[src/rtl/bcd_pkg.sv]
// Shared types and constants for the digit-serial packed-BCD adder/subtractor.
package bcd_pkg;

  typedef enum logic [1:0] {
    IDLE = 2'd0,
    RUN  = 2'd1,
    DONE = 2'd2
  } bcd_state_t;

  localparam logic [3:0] BCD_MAX  = 4'd9;
  localparam logic [3:0] BCD_CORR = 4'd6;

  // Nine's complement of one BCD digit. Non-BCD inputs wrap to values above 9,
  // so they remain detectable as invalid downstream.
  function automatic logic [3:0] bcd_nines(input logic [3:0] d);
    return BCD_MAX - d;
  endfunction

endpackage

[src/rtl/bcd_digit_add.sv]
// One-digit decimal-correcting adder: a_i + bd_i + cin_i with +6 correction.
module bcd_digit_add
  import bcd_pkg::*;
(
  input  logic [3:0] a_i,
  input  logic [3:0] bd_i,
  input  logic       cin_i,
  output logic [3:0] digit_o,
  output logic       cout_o,
  output logic       invalid_o
);

  logic [4:0] t;

  // Binary sum, decimal correction and invalid-digit detection.
  // bd_i is either b or 9-b; both map b>9 onto values >9, so checking bd_i suffices.
  always_comb begin
    t = {1'b0, a_i} + {1'b0, bd_i} + {4'b0000, cin_i};
    if (t > {1'b0, BCD_MAX}) begin
      digit_o = t[3:0] + BCD_CORR;
      cout_o  = 1'b1;
    end else begin
      digit_o = t[3:0];
      cout_o  = 1'b0;
    end
    invalid_o = (a_i > BCD_MAX) || (bd_i > BCD_MAX);
  end

endmodule

[src/rtl/bcd_serial_adder.sv]
// Digit-serial packed-BCD adder/subtractor, one digit per clock, LSD first.
module bcd_serial_adder
  import bcd_pkg::*;
#(
  parameter int DIGITS = 4
) (
  input  logic                  clk,
  input  logic                  rst_n,
  input  logic                  start,
  input  logic                  sub,
  input  logic [4*DIGITS-1:0]   a,
  input  logic [4*DIGITS-1:0]   b,
  output logic                  ready,
  output logic                  busy,
  output logic                  done,
  output logic [4*DIGITS-1:0]   sum,
  output logic                  cout,
  output logic                  err
);

  localparam int W  = 4 * DIGITS;
  localparam int IW = $clog2(DIGITS) + 1;
  localparam logic [IW-1:0] LAST = IW'(DIGITS - 1);

  bcd_state_t    state_q, state_d;
  logic [IW-1:0] idx_q, idx_d;
  logic [W-1:0]  a_q, a_d, b_q, b_d, res_q, res_d;
  logic          sub_q, sub_d, c_q, c_d, errf_q, errf_d;
  logic [W-1:0]  sum_q, sum_d;
  logic          cout_q, cout_d, err_q, err_d;

  logic [3:0]    bd, dig;
  logic          dig_c, dig_inv;
  logic [W-1:0]  dig_ext;

  // Operand B digit, nine's-complemented for subtraction.
  always_comb begin
    bd = sub_q ? bcd_nines(b_q[3:0]) : b_q[3:0];
  end

  bcd_digit_add u_digit (
    .a_i       (a_q[3:0]),
    .bd_i      (bd),
    .cin_i     (c_q),
    .digit_o   (dig),
    .cout_o    (dig_c),
    .invalid_o (dig_inv)
  );

  // Next-state, datapath shifting and output-register loads.
  always_comb begin
    state_d = state_q;
    idx_d   = idx_q;
    a_d     = a_q;
    b_d     = b_q;
    res_d   = res_q;
    sub_d   = sub_q;
    c_d     = c_q;
    errf_d  = errf_q;
    sum_d   = sum_q;
    cout_d  = cout_q;
    err_d   = err_q;
    dig_ext = '0;
    dig_ext[W-1 -: 4] = dig;
    case (state_q)
      IDLE: begin
        if (start) begin
          state_d = RUN;
          a_d     = a;
          b_d     = b;
          sub_d   = sub;
          idx_d   = '0;
          errf_d  = 1'b0;
          c_d     = sub;   // the +1 of ten's complement enters as carry-in
          res_d   = '0;
        end
      end
      RUN: begin
        a_d    = a_q >> 4;
        b_d    = b_q >> 4;
        res_d  = (res_q >> 4) | dig_ext;
        c_d    = dig_c;
        errf_d = errf_q | dig_inv;
        idx_d  = idx_q + 1'b1;
        if (idx_q == LAST) begin
          state_d = DONE;
          sum_d   = (res_q >> 4) | dig_ext;
          cout_d  = dig_c;
          err_d   = errf_q | dig_inv;
        end
      end
      DONE: begin
        state_d = IDLE;
      end
      default: begin
        state_d = IDLE;
      end
    endcase
  end

  // State, datapath and output registers; async reset clears everything.
  always_ff @(posedge clk or negedge rst_n) begin
    if (!rst_n) begin
      state_q <= IDLE;
      idx_q   <= '0;
      a_q     <= '0;
      b_q     <= '0;
      res_q   <= '0;
      sub_q   <= 1'b0;
      c_q     <= 1'b0;
      errf_q  <= 1'b0;
      sum_q   <= '0;
      cout_q  <= 1'b0;
      err_q   <= 1'b0;
    end else begin
      state_q <= state_d;
      idx_q   <= idx_d;
      a_q     <= a_d;
      b_q     <= b_d;
      res_q   <= res_d;
      sub_q   <= sub_d;
      c_q     <= c_d;
      errf_q  <= errf_d;
      sum_q   <= sum_d;
      cout_q  <= cout_d;
      err_q   <= err_d;
    end
  end

  assign ready = (state_q == IDLE);
  assign busy  = (state_q == RUN);
  assign done  = (state_q == DONE);
  assign sum   = sum_q;
  assign cout  = cout_q;
  assign err   = err_q;

endmodule

[config.mk]
export PLATFORM = sky130hd
export DESIGN_NAME = bcd_serial_adder
export DESIGN_NICKNAME = d
export VERILOG_FILES = /design/src/rtl/bcd_pkg.sv /design/src/rtl/bcd_digit_add.sv /design/src/rtl/bcd_serial_adder.sv
export SDC_FILE = /design/constraint.sdc
export NUM_CORES = 1
export LEC_CHECK = 0
export CAP_MARGIN = 10
export CORE_AREA = 2 2 106 98
export CTS_CLUSTER_DIAMETER = 60
export DETAILED_ROUTE_END_ITERATION = 10
export DIE_AREA = 0 0 108 100
export GPL_TIMING_DRIVEN = 0
export PLACE_DENSITY_LB_ADDON = 0.3
export SYNTH_ARGS = -nofsm -noshare
export SYNTH_HDL_FRONTEND = slang
export SYNTH_SLANG_ARGS = --single-unit
[constraint.sdc]
create_clock -name clk -period 3.4 [get_ports clk]
set_clock_uncertainty 0.15 [all_clocks]
set_input_delay 1.02 -clock clk [delete_from_list [all_inputs] [get_ports clk]]
set_output_delay 1.02 -clock clk [all_outputs]
set_load 0.03 [all_outputs]
==> flow_summary.yaml <==
run_status:
  outcome: "completed"
die:
  coreArea_um2: 9850
  die_w_um: 108
  die_h_um: 100
  die_area_um2: 10800
  start_util: 0.335
  ios: 57
  num_rows: 35
pwr:
  power_frac_clock: 0.159
  p_int_uw: 2930
  switchingPower_uw: 2320
  comb_power_share: 0.555
  pwr-share-seq: 0.286
  switching_share: 0.442
  peakVddDrop_mv: 0.505
  leakage_uw: 0.00192
  power_density_nw_per_um2: 1230
  total_power_uw: 5250
cts:
  clkSlewWorstSetupHoldPaths_ps: 80
  hold_buffers: 0
  cts-root-buf: "clkbuf_8"
  cts.sinks: 70
  post_cts_buffers: 0
  htree_levels: 3
  post_cts_resized: 0
  cts_tree: "done"
  cts_buffer_depth: 2
  cts_buffers: 9
  clkLatencyLatePin_ps: 350
route:
  post_drt_wl_per_cell_um: 14.3
  vias: 2640
  wl_met1_mm: 3.71
  wl_met3_um: 328
  via_per_inst: 4.81
  top_layer: "met4"
  dr.pass1.iters: 4
  route.met2.wl_mm: 3.69
  routed_wl_mm: 7.87
  drcViolationCount: 0
  drt_iter0_markers: 133
  ant_nets: 0
placement:
  placement.io_buffers: 56
  dp_hpwl_mm: 5.44
  pre_cts_ws_ps: 256
  gp_congestion: 0.762
flow_run:
  maxCapViolCount: 0
setup_path:
  crit_slowest_cell: "fa_1"
  cp-start-kind: "flop"
  cp_top_family: "adder cells"
  cp.required_ps: 3500
  end_kind: "flop"
  cp_num_buf_inv: 4
  critical_path_class: "flop to flop"
  cp_max_fo: 9
  worstPathCellList: "clkbuf_1 -> xnor2_1 -> fa_1 -> inv_1 -> fa_1 -> clkbuf_1 -> inv_1 -> ha_1 -> nand2_1 -> o31ai_2 -> o21a_2 -> a221oi_2"
  critPathArrivalTime_ps: 3230
  cp_slowest_stage_delay_ps: 480
synth:
  synth_top_area_frac: 0.530
  async_flop_share: 1.00
  synth.most_common_cell: "nand2_1"
  synthFlopType: "dfrtp_1"
  syn_inst: 349
  ys_seq_area_frac: 0.530
  yosysUniqueCellTypes: 44
  yosysTopAreaCell: "dfrtp_1"
  synth.top_cells.by_area: "dfrtp_1, nand2_1, a31oi_1"
  ys_warn_count: 0
  syn_avg_cell_area_um2: 9.47
  synth_fp_nets: 394
  syn_area_um2: 3300
  synth.ff_latch_count: 70
  synth_edf_count: 0
  synthTopCellsByCount: "nand2_1, dfrtp_1, nor2_1, a31oi_1, o21ai_0"
grt:
  grt.total_usage: 0.155
  grt_pass1_wl_mm: 13.0
  antenna_found_initial: 0
  grt_pass1_vias: 2533
  grt_max_degree: 71
  grt_overflow: 0
timing:
  setup_viol: 0
  hold_violations: 0
  fin_crit_ps: 3130
  fin_crit_sh: 0.920
  fmax_mhz: 320
  slew_headroom: 0.401
  drv_slew: 0
  tightest_slew_ps: 898
  setup_ws_ps: 273
  grt_setup_unrepaired: "false"
  hold_slack_ps: 328
final_layout:
  area_delta_synth_final_pct: 29.1
  drive_gt1_frac: 0.121
  diodes: 0
  fin_nets: 460
min_path:
  hold_class: "flop to flop"
## area by class of cell
class | count | area (um2)
inverters | 10 | 42.5
clock buffers | 10 | 138
repair buffers | 56 | 558
well taps | 129 | 161
clock inverters | 6 | 109
flip-flops and latches | 70 | 1750
plain buffers | 21 | 100
fillers | 952 | 5590
multi-input cells | 247 | 1410
## layer usage
layer | vias to the layer above | global-route usage
met2 | 51 | 0.234
met3 | 9 | 0.0260
met1 | 1272 | 0.222
met5 | - | 0
li1 | 1308 | -
met4 | 0 | 0.0680
## layout by cell type (no fill, tap or decap), drive strengths merged, types with 4 or more instances in the layout
cell type / netlist / routed
inv: 10 / 10
dfrtp: 70 / 70
clkbuf: 10 / 19
ha: 7 / 7
nor3: 5 / 5
clkdlybuf4s50: 0 / 55
nand2: 98 / 98
mux2i: 4 / 4
a21oi: 5 / 5
o21ai: 20 / 20
mux2: 12 / 12
nand3: 11 / 11
nor2: 32 / 32
a31oi: 24 / 24
buf: 12 / 13
## tightest hold or removal path, cell delays in order, from the launching register on
cell,delay [ps]
dfrtp_1,350
nand2_1,40
o21ai_0,50
## path summary, 6_finish.rpt
kind	from	end	cells past startpoint	slack [ps]
setup / recovery	sub_q	c_q	12	270
hold / removal	cout	cout	2	330
setup reg to reg	sub_q	c_q	12	270
hold reg to reg	cout	cout	2	330
max in group asynchronous	rst_n	a_q[2]	1	1860
min in group asynchronous	rst_n	sum[3]	1	640
## logic make-up (layout without fill, tap and decap cells)
| logic type | after synthesis | after routing | synth area share |
|---|---|---|---|
| and+or+nand+nor | 155 | 155 | 0.197 |
| DFF | 70 | 70 | 0.530 |
| AOI/OAI and AO/OA | 63 | 63 | 0.122 |
| buffers and inverters | 32 | 103 | 0.0443 |
| muxes | 16 | 16 | 0.0530 |
| adders and majority gates | 9 | 9 | 0.0386 |
| xor gates and xnor gates | 4 | 4 | 0.0151 |
## per-stage QoR
step	std cells	utilization	setup TNS (ps)	area (um2)
finish	549	0.433	0	4270
global route	549	0.433	0	4270
CTS	549	0.433	0	4270
detailed placement	534	0.408	0	4020
global placement	534	0.409	-88010	4030
floorplan	349	-	0	3300
## power groups by stage
stage	Clock, uW	Sequential, uW	Combinational (uW)
3_5_place_dp	0	1510	2930
5_1_grt	885	1550	3240
4_1_cts	845	1500	2940
3_3_place_gp	0	1510	2840
6_report	834	1500	2920
2_1_floorplan	0	1650	1940
## registers in the layout, indices dropped and copies added (netlist names)
signal	count
a_q	16
sub_q	1
b_q	16
state_q	2
err	1
idx_q	3
cout	1
res_q	12
errf_q	1
sum	16
c_q	1
Note: power is estimated with default switching activity, not from simulation.
